<file path="config.mk">
export PLATFORM = sky130hd
export DESIGN_NAME = stream_merge_rr_flat
export DESIGN_NICKNAME = d
export VERILOG_FILES = /design/src/rtl/stream_merge_rr_if.sv /design/src/rtl/stream_merge_rr.sv /design/src/flat_wrapper.sv
export SDC_FILE = /design/constraint.sdc
export NUM_CORES = 1
export LEC_CHECK = 0
export ABC_AREA = 0
export CAP_MARGIN = 20
export CORE_MARGIN = 1
export CORE_UTILIZATION = 50
export CTS_BUF_LIST = sky130_fd_sc_hd__clkbuf_2 sky130_fd_sc_hd__clkbuf_4 sky130_fd_sc_hd__clkbuf_8
export CTS_CLUSTER_DIAMETER = 150
export DETAILED_ROUTE_END_ITERATION = 8
export PLACE_DENSITY = 0.89
export SYNTH_ARGS = -nofsm -noshare
export SYNTH_HDL_FRONTEND = slang
export SYNTH_SLANG_ARGS = --single-unit
export TNS_END_PERCENT = 20
</file>
<file path="constraint.sdc">
create_clock -name clk -period 4.5 [get_ports clk]
set_clock_uncertainty 0.15 [all_clocks]
set_input_delay 1.35 -clock clk [delete_from_list [all_inputs] [get_ports clk]]
set_output_delay 1.35 -clock clk [all_outputs]
set_load 0.03 [all_outputs]
</file>
<file path="src/rtl/stream_merge_rr_if.sv">
// One AXI-stream link: data, source-channel tag, end-of-packet and the
// valid/ready handshake. The merger's inputs leave tuser unused.
interface stream_merge_rr_if #(
    parameter int WIDTH = 16
);
    logic [WIDTH-1:0] tdata;
    logic [1:0]       tuser;
    logic             tlast;
    logic             tvalid;
    logic             tready;

    modport master (output tdata, output tuser, output tlast, output tvalid, input tready);
    modport slave  (input tdata, input tuser, input tlast, input tvalid, output tready);
endinterface

</file>
<file path="src/rtl/stream_merge_rr.sv">
// Packet-granular round-robin merge of four AXI-stream channels into one.
// Each output beat is tagged with its source channel on tuser. Packets longer
// than MAX_PKT_LEN are cut short: the last forwarded beat carries a forced
// tlast, an error strobe fires and the rest of the input packet is sunk.
module stream_merge_rr #(
    parameter int         WIDTH       = 16,
    parameter logic [3:0] ACTIVE_MASK = 4'b1111,
    parameter int         MAX_PKT_LEN = 4096
) (
    input  logic              clk,
    input  logic              reset,
    input  logic              clear,
    stream_merge_rr_if.slave  i0,
    stream_merge_rr_if.slave  i1,
    stream_merge_rr_if.slave  i2,
    stream_merge_rr_if.slave  i3,
    stream_merge_rr_if.master o,
    output logic              err_stb,
    output logic [1:0]        err_chan
);
    localparam logic [15:0] MAX_LEN = 16'(MAX_PKT_LEN);

    typedef enum logic [1:0] {
        IDLE,
        PASS,
        DROP
    } state_t;

    state_t           state_q;
    logic [1:0]       grant_q;
    logic [1:0]       lastGrant_q;
    logic [15:0]      beatCnt_q;
    logic [WIDTH-1:0] oData_q;
    logic [1:0]       oUser_q;
    logic             oLast_q;
    logic             oValid_q;
    logic             errStb_q;
    logic [1:0]       errChan_q;

    logic [WIDTH-1:0] inData [4];
    logic [3:0]       inLast;
    logic [3:0]       inValid;
    logic [3:0]       inReady;

    logic             pickValid_d;
    logic [1:0]       pick_d;
    logic [1:0]       scanIdx;
    logic             outSpace;
    logic             accept;
    logic [15:0]      beatCnt_d;
    logic             hitMax;

    assign inData[0] = i0.tdata;
    assign inData[1] = i1.tdata;
    assign inData[2] = i2.tdata;
    assign inData[3] = i3.tdata;
    assign inLast    = {i3.tlast, i2.tlast, i1.tlast, i0.tlast};
    assign inValid   = {i3.tvalid, i2.tvalid, i1.tvalid, i0.tvalid};

    assign i0.tready = inReady[0];
    assign i1.tready = inReady[1];
    assign i2.tready = inReady[2];
    assign i3.tready = inReady[3];

    assign o.tdata   = oData_q;
    assign o.tuser   = oUser_q;
    assign o.tlast   = oLast_q;
    assign o.tvalid  = oValid_q;
    assign err_stb   = errStb_q;
    assign err_chan  = errChan_q;

    // The output register can take a beat when it is empty or draining now.
    assign outSpace  = ~oValid_q | o.tready;
    assign accept    = inValid[grant_q] & inReady[grant_q];
    assign beatCnt_d = beatCnt_q + 16'd1;
    assign hitMax    = (beatCnt_d == MAX_LEN);

    // Round-robin scan starting just after the last granted channel.
    always_comb begin
        pickValid_d = 1'b0;
        pick_d      = 2'd0;
        scanIdx     = 2'd0;
        for (int k = 1; k <= 4; k++) begin
            scanIdx = lastGrant_q + 2'(k);
            if (!pickValid_d && ACTIVE_MASK[scanIdx] && inValid[scanIdx]) begin
                pickValid_d = 1'b1;
                pick_d      = scanIdx;
            end
        end
    end

    // Inactive channels always sink; only the granted active channel is ever ready.
    always_comb begin
        for (int c = 0; c < 4; c++) begin
            inReady[c] = ~ACTIVE_MASK[c];
        end
        if (!reset && !clear) begin
            case (state_q)
                PASS:    inReady[grant_q] = outSpace;
                DROP:    inReady[grant_q] = 1'b1;
                default: ;
            endcase
        end
    end

    // Arbitration FSM plus the single-stage output and error registers.
    always_ff @(posedge clk or posedge reset) begin
        if (reset) begin
            state_q     <= IDLE;
            grant_q     <= 2'd0;
            lastGrant_q <= 2'd3;
            beatCnt_q   <= 16'd0;
            oData_q     <= '0;
            oUser_q     <= 2'd0;
            oLast_q     <= 1'b0;
            oValid_q    <= 1'b0;
            errStb_q    <= 1'b0;
            errChan_q   <= 2'd0;
        end else if (clear) begin
            state_q     <= IDLE;
            grant_q     <= 2'd0;
            lastGrant_q <= 2'd3;
            beatCnt_q   <= 16'd0;
            oData_q     <= '0;
            oUser_q     <= 2'd0;
            oLast_q     <= 1'b0;
            oValid_q    <= 1'b0;
            errStb_q    <= 1'b0;
            errChan_q   <= 2'd0;
        end else begin
            errStb_q <= 1'b0;
            if (oValid_q && o.tready) begin
                oValid_q <= 1'b0;
            end
            case (state_q)
                IDLE: begin
                    if (pickValid_d) begin
                        grant_q   <= pick_d;
                        beatCnt_q <= 16'd0;
                        state_q   <= PASS;
                    end
                end
                PASS: begin
                    if (accept) begin
                        beatCnt_q <= beatCnt_d;
                        oValid_q  <= 1'b1;
                        oData_q   <= inData[grant_q];
                        oUser_q   <= grant_q;
                        if (inLast[grant_q]) begin
                            oLast_q     <= 1'b1;
                            lastGrant_q <= grant_q;
                            state_q     <= IDLE;
                        end else if (hitMax) begin
                            oLast_q   <= 1'b1;
                            errStb_q  <= 1'b1;
                            errChan_q <= grant_q;
                            state_q   <= DROP;
                        end else begin
                            oLast_q <= 1'b0;
                        end
                    end
                end
                DROP: begin
                    if (accept && inLast[grant_q]) begin
                        lastGrant_q <= grant_q;
                        state_q     <= IDLE;
                    end
                end
                default: state_q <= IDLE;
            endcase
        end
    end
endmodule

</file>
<file path="src/flat_wrapper.sv">
// flat-port wrapper written by rule: the top's interface ports become plain ports
module stream_merge_rr_flat 
#(
    parameter int         WIDTH       = 16,
    parameter logic [3:0] ACTIVE_MASK = 4'b1111,
    parameter int         MAX_PKT_LEN = 4096
)
  (clk, reset, clear, err_stb, err_chan, i0_tdata, i0_tuser, i0_tlast, i0_tvalid, i0_tready, i1_tdata, i1_tuser, i1_tlast, i1_tvalid, i1_tready, i2_tdata, i2_tuser, i2_tlast, i2_tvalid, i2_tready, i3_tdata, i3_tuser, i3_tlast, i3_tvalid, i3_tready, o_tdata, o_tuser, o_tlast, o_tvalid, o_tready);
  stream_merge_rr_if #(.WIDTH(WIDTH)) i0_i ();
  stream_merge_rr_if #(.WIDTH(WIDTH)) i1_i ();
  stream_merge_rr_if #(.WIDTH(WIDTH)) i2_i ();
  stream_merge_rr_if #(.WIDTH(WIDTH)) i3_i ();
  stream_merge_rr_if #(.WIDTH(WIDTH)) o_i ();
  input  logic clk;
  input  logic reset;
  input  logic clear;
  output logic err_stb;
  output logic [1:0] err_chan;
  input wire logic [$bits(i0_i.tdata)-1:0] i0_tdata;
  input wire logic [$bits(i0_i.tuser)-1:0] i0_tuser;
  input wire logic [$bits(i0_i.tlast)-1:0] i0_tlast;
  input wire logic [$bits(i0_i.tvalid)-1:0] i0_tvalid;
  output wire logic [$bits(i0_i.tready)-1:0] i0_tready;
  input wire logic [$bits(i1_i.tdata)-1:0] i1_tdata;
  input wire logic [$bits(i1_i.tuser)-1:0] i1_tuser;
  input wire logic [$bits(i1_i.tlast)-1:0] i1_tlast;
  input wire logic [$bits(i1_i.tvalid)-1:0] i1_tvalid;
  output wire logic [$bits(i1_i.tready)-1:0] i1_tready;
  input wire logic [$bits(i2_i.tdata)-1:0] i2_tdata;
  input wire logic [$bits(i2_i.tuser)-1:0] i2_tuser;
  input wire logic [$bits(i2_i.tlast)-1:0] i2_tlast;
  input wire logic [$bits(i2_i.tvalid)-1:0] i2_tvalid;
  output wire logic [$bits(i2_i.tready)-1:0] i2_tready;
  input wire logic [$bits(i3_i.tdata)-1:0] i3_tdata;
  input wire logic [$bits(i3_i.tuser)-1:0] i3_tuser;
  input wire logic [$bits(i3_i.tlast)-1:0] i3_tlast;
  input wire logic [$bits(i3_i.tvalid)-1:0] i3_tvalid;
  output wire logic [$bits(i3_i.tready)-1:0] i3_tready;
  output wire logic [$bits(o_i.tdata)-1:0] o_tdata;
  output wire logic [$bits(o_i.tuser)-1:0] o_tuser;
  output wire logic [$bits(o_i.tlast)-1:0] o_tlast;
  output wire logic [$bits(o_i.tvalid)-1:0] o_tvalid;
  input wire logic [$bits(o_i.tready)-1:0] o_tready;
  assign i0_i.tdata = i0_tdata;
  assign i0_i.tuser = i0_tuser;
  assign i0_i.tlast = i0_tlast;
  assign i0_i.tvalid = i0_tvalid;
  assign i0_tready = i0_i.tready;
  assign i1_i.tdata = i1_tdata;
  assign i1_i.tuser = i1_tuser;
  assign i1_i.tlast = i1_tlast;
  assign i1_i.tvalid = i1_tvalid;
  assign i1_tready = i1_i.tready;
  assign i2_i.tdata = i2_tdata;
  assign i2_i.tuser = i2_tuser;
  assign i2_i.tlast = i2_tlast;
  assign i2_i.tvalid = i2_tvalid;
  assign i2_tready = i2_i.tready;
  assign i3_i.tdata = i3_tdata;
  assign i3_i.tuser = i3_tuser;
  assign i3_i.tlast = i3_tlast;
  assign i3_i.tvalid = i3_tvalid;
  assign i3_tready = i3_i.tready;
  assign o_tdata = o_i.tdata;
  assign o_tuser = o_i.tuser;
  assign o_tlast = o_i.tlast;
  assign o_tvalid = o_i.tvalid;
  assign o_i.tready = o_tready;
  stream_merge_rr #(.WIDTH(WIDTH), .ACTIVE_MASK(ACTIVE_MASK), .MAX_PKT_LEN(MAX_PKT_LEN)) u_core (.clk(clk), .reset(reset), .clear(clear), .i0(i0_i), .i1(i1_i), .i2(i2_i), .i3(i3_i), .o(o_i), .err_stb(err_stb), .err_chan(err_chan));
endmodule
</file>
==> summary.txt <==
Detailed routing
  • Number of antenna-violating nets in the routed design: 0
  • Total via count after detailed routing: 2,973
  • Number of remaining DRC errors: 0
  • Final routed wire length divided by cell count: 17.4 um
  • Total wire length: 8510 um
  • First DRT Iteration DRCs: 174
  • Drt first pass iters: 5
  • Vias/cell: 6.09

Worst setup path
  • Cell-by-cell trace of the critical path: clkdlybuf4s50_1, or3b_4, or3_1, nor2_1, buf_4
  • Arrival time worst endpoint: 2950 ps
  • FF-to-FF End: u_core.beatCnt_q[12]$_DFFE_PP0P_
  • Minimum setup slack among reg-to-reg paths: 1390 ps
  • Max Fanout on Critical Path: 4
  • Source of the worst register-to-register timing path: u_core.grant_q[1]$_DFFE_PP0P_
  • Nature of the critical path startpoint: primary input
  • R2R depth: 8
  • Worst setup path class: in -> out
  • Delay of the slowest critical-path stage: 440 ps
  • Critical path's slowest cell: sky130_fd_sc_hd__clkdlybuf4s50_1
  • Type of element capturing the critical path: output pin
  • Required arrival time at the worst endpoint: 3000 ps

Layout
  • Leading cell types in the layout, fill and taps excluded: sky130_fd_sc_hd__clkdlybuf4s50_1 (98), sky130_fd_sc_hd__nand2_1 (52), sky130_fd_sc_hd__dfrtp_1 (43)
  • Number of antenna repair diodes: 0
  • Net count reported at finish: 506
  • Layout area overhead: 38.1%
  • Fraction of final layout cells with drive strength greater than 1: 0.130
  • Most frequent standard cell in the layout excluding fill and tap cells: sky130_fd_sc_hd__clkdlybuf4s50_1
  • Count of non-filler cells in the finished layout: 488

Timing
  • Max-slew headroom: 0.364
  • RSZ-0062 raised after global routing: false
  • Final setup vio count: 0
  • Highest attainable clock frequency: 0.225 GHz
  • Slew at the pin with the worst max-slew slack: 954 ps
  • Minimum period implied by the final worst setup slack: 4450 ps
  • Number of pins with negative max-slew slack in the final report: 0
  • Fin Setup TNS: 0 ps
  • Fraction of the cycle the final worst path needs: 0.988
  • Post-route worst hold slack: between 300 and 400 ps
  • Total count of hold-check failures in the final report: 0

CTS
  • Depth of the CTS H-tree: 2
  • Clk Tree Root Cell: sky130_fd_sc_hd__clkbuf_8
  • Maximum clock insertion buffer count: 2
  • Clk_lat worst skew: 310 ps
  • TritonCTS clock tree: done
  • CTS clock-pin slew for the worst setup and hold paths: 80 ps
  • Clock sinks: 45
  • TritonCTS buffer count: 5

Global routing
  • Maximum number of pins on one net before global-route repair: 37
  • Global-route wire length before repair: between 10,000 and 15,000 um
  • Remaining Overflow, GRT: 0
  • Combined global-route utilization of all metal layers: 0.290
  • Number of antenna violations at the first check in global routing: 0
  • Via count of the first global-routing pass: 2,987

Yosys
  • Share of synthesized area occupied by flip-flops and latches: 0.374
  • Share of async-settable or async-resettable flops after synthesis: 1.00
  • Syn Nets: 413
  • Main synth FF type: sky130_fd_sc_hd__dfrtp_1
  • Number of flip-flops and latches in the synthesized netlist: 45
  • Post-Synthesis Cell Area: 0.00302 mm2
  • Average size of a mapped cell: 9.36 um2
  • Mapped Cells: 322
  • Number of warnings printed during yosys synthesis: 0
  • Number of enable flip-flop cells after synthesis: 0
  • Count of cell types in the netlist: 56

Floorplan
  • Number of top-level pins: 111
  • Die area: between 0.006 and 0.007 mm2
  • Vertical die dimension: 79.7 um
  • Initial core utilization: 0.531
  • Die X-Extent: 79.7 um
  • Site row count: 27
  • Core area: 0.00568 mm2

Placed design
  • Post-DP HPWL: 6280 um
  • Cell count after placement: 480
  • Final GP Congestion: 0.863
  • Count of buffers inserted at the top-level ports: approximately 100

Power
  • Leakage: 1.62 nW
  • Cell area power density: 301 mW/mm2
  • Max VDD drop: 218 uV

Outcome
  • Outcome: finished, final reports clean

Min path
  • Start point of the worst min-delay path: u_core.o.tuser[0]$_DFFE_PP0P_
  • Class of the most critical hold timing path: reg -> reg
  • Hold Path End: u_core.o.tuser[0]$_DFFE_PP0P_
  • Worst hold stages: 2

Run
  • Max-cap violations: 0
flip-flops by register name, indices dropped and copies added (netlist names):
name	count
u_core.beatCnt_q	16
u_core.o.tdata	16
u_core.err_chan	2
u_core.grant_q	2
u_core.lastGrant_q	2
u_core.o.tuser	2
u_core.state_q	2
u_core.err_stb	1
u_core.o.tlast	1
u_core.o.tvalid	1
worst max path at each step:
stage	from	depth (start not counted)	to	slack, ps
6_report	reset	5	i1_tready	50
5_1_grt	clear	5	i1_tready	20
4_1_cts	reset	5	i3_tready	70
3_5_place_dp	reset	5	i3_tready	70
3_3_place_gp	reset	5	i1_tready	110
2_1_floorplan	reset	2	i2_tready	290
worst max-delay path, delay by kind of cell:
kind | cells | cell delay (ps)
simple gates | 3 | 960
buf+inv | 2 | 630
where the power goes:
| part | total [mW] | internal, mW | switching, mW |
|---|---|---|---|
| registers | 0.485 | 0.434 | 0.0507 |
| clock network | 0.277 | 0.138 | 0.140 |
| logic | 0.494 | 0.253 | 0.241 |
| total | 1.26 | 0.825 | 0.431 |
cells by family after synthesis:
logic type | after synthesis | synth area share
AND/OR/NAND/NOR | 122 | 0.210
buffers and inverters | 32 | 0.0444
AO/OA/AOI/OAI | 89 | 0.183
multiplexers | 24 | 0.151
flip-flops | 45 | 0.374
XOR/XNOR | 3 | 0.00872
adder cells (fa/ha/maj) | 7 | 0.0290
what timing repair did:
action,in CTS,in global routing
buffers inserted,0,0
resized for setup,0,1
hold buffers,0,0
endpoints found under the setup margin,0,1
cells in the mapped netlist, types with 3 or more instances:
cell type / number / area, um2
sky130_fd_sc_hd__a21oi_1: 16 / 80.1
sky130_fd_sc_hd__a31oi_1: 7 / 43.8
sky130_fd_sc_hd__and3_1: 3 / 18.8
sky130_fd_sc_hd__buf_2: 8 / 40.0
sky130_fd_sc_hd__clkbuf_1: 12 / 45.0
sky130_fd_sc_hd__dfrtp_1: 43 / 1080
sky130_fd_sc_hd__ha_1: 7 / 87.6
sky130_fd_sc_hd__inv_1: 10 / 37.5
sky130_fd_sc_hd__mux2i_1: 6 / 60.1
sky130_fd_sc_hd__mux4_2: 17 / 383
sky130_fd_sc_hd__nand2_1: 52 / 195
sky130_fd_sc_hd__nand2b_1: 6 / 37.5
sky130_fd_sc_hd__nand3_1: 8 / 40.0
sky130_fd_sc_hd__nand4_1: 3 / 18.8
sky130_fd_sc_hd__nor2_1: 15 / 56.3
sky130_fd_sc_hd__nor3_1: 5 / 25.0
sky130_fd_sc_hd__nor4_1: 6 / 37.5
sky130_fd_sc_hd__o21ai_0: 37 / 185
sky130_fd_sc_hd__o31ai_1: 11 / 82.6
sky130_fd_sc_hd__o41ai_1: 3 / 26.3
sky130_fd_sc_hd__or2_2: 3 / 18.8
stage by stage:
stage	utilization	power [mW]	area (um2)	setup slack (ps)
2_1_floorplan	-	0.815	3020	291
3_3_place_gp	0.716	0.961	4070	112
3_5_place_dp	0.716	0.979	4070	68.0
4_1_cts	0.733	1.26	4160	67.7
5_1_grt	0.734	1.32	4170	17.4
6_report	0.734	1.26	4170	52.6
final cells by class:
| type | count | area, um2 |
|---|---|---|
| multi-input combinational | 245 | 1760 |
| fill | 388 | 1510 |
| sequential | 45 | 1130 |
| timing repair buffer | 108 | 1060 |
| clock buffer | 8 | 97.6 |
| tap | 72 | 90.1 |
| inverter | 10 | 37.5 |
metal layers:
| layer | GRT usage | wire length, um | vias up |
|---|---|---|---|
| li1 | - | - | 1373 |
| met1 | 0.349 | 3290 | 1417 |
| met2 | 0.503 | 4310 | 161 |
| met3 | 0.0686 | 668 | 22 |
| met4 | 0.102 | 232 | 0 |
| met5 | 0 | 0 | - |
Power figures use the tool's default switching activity.
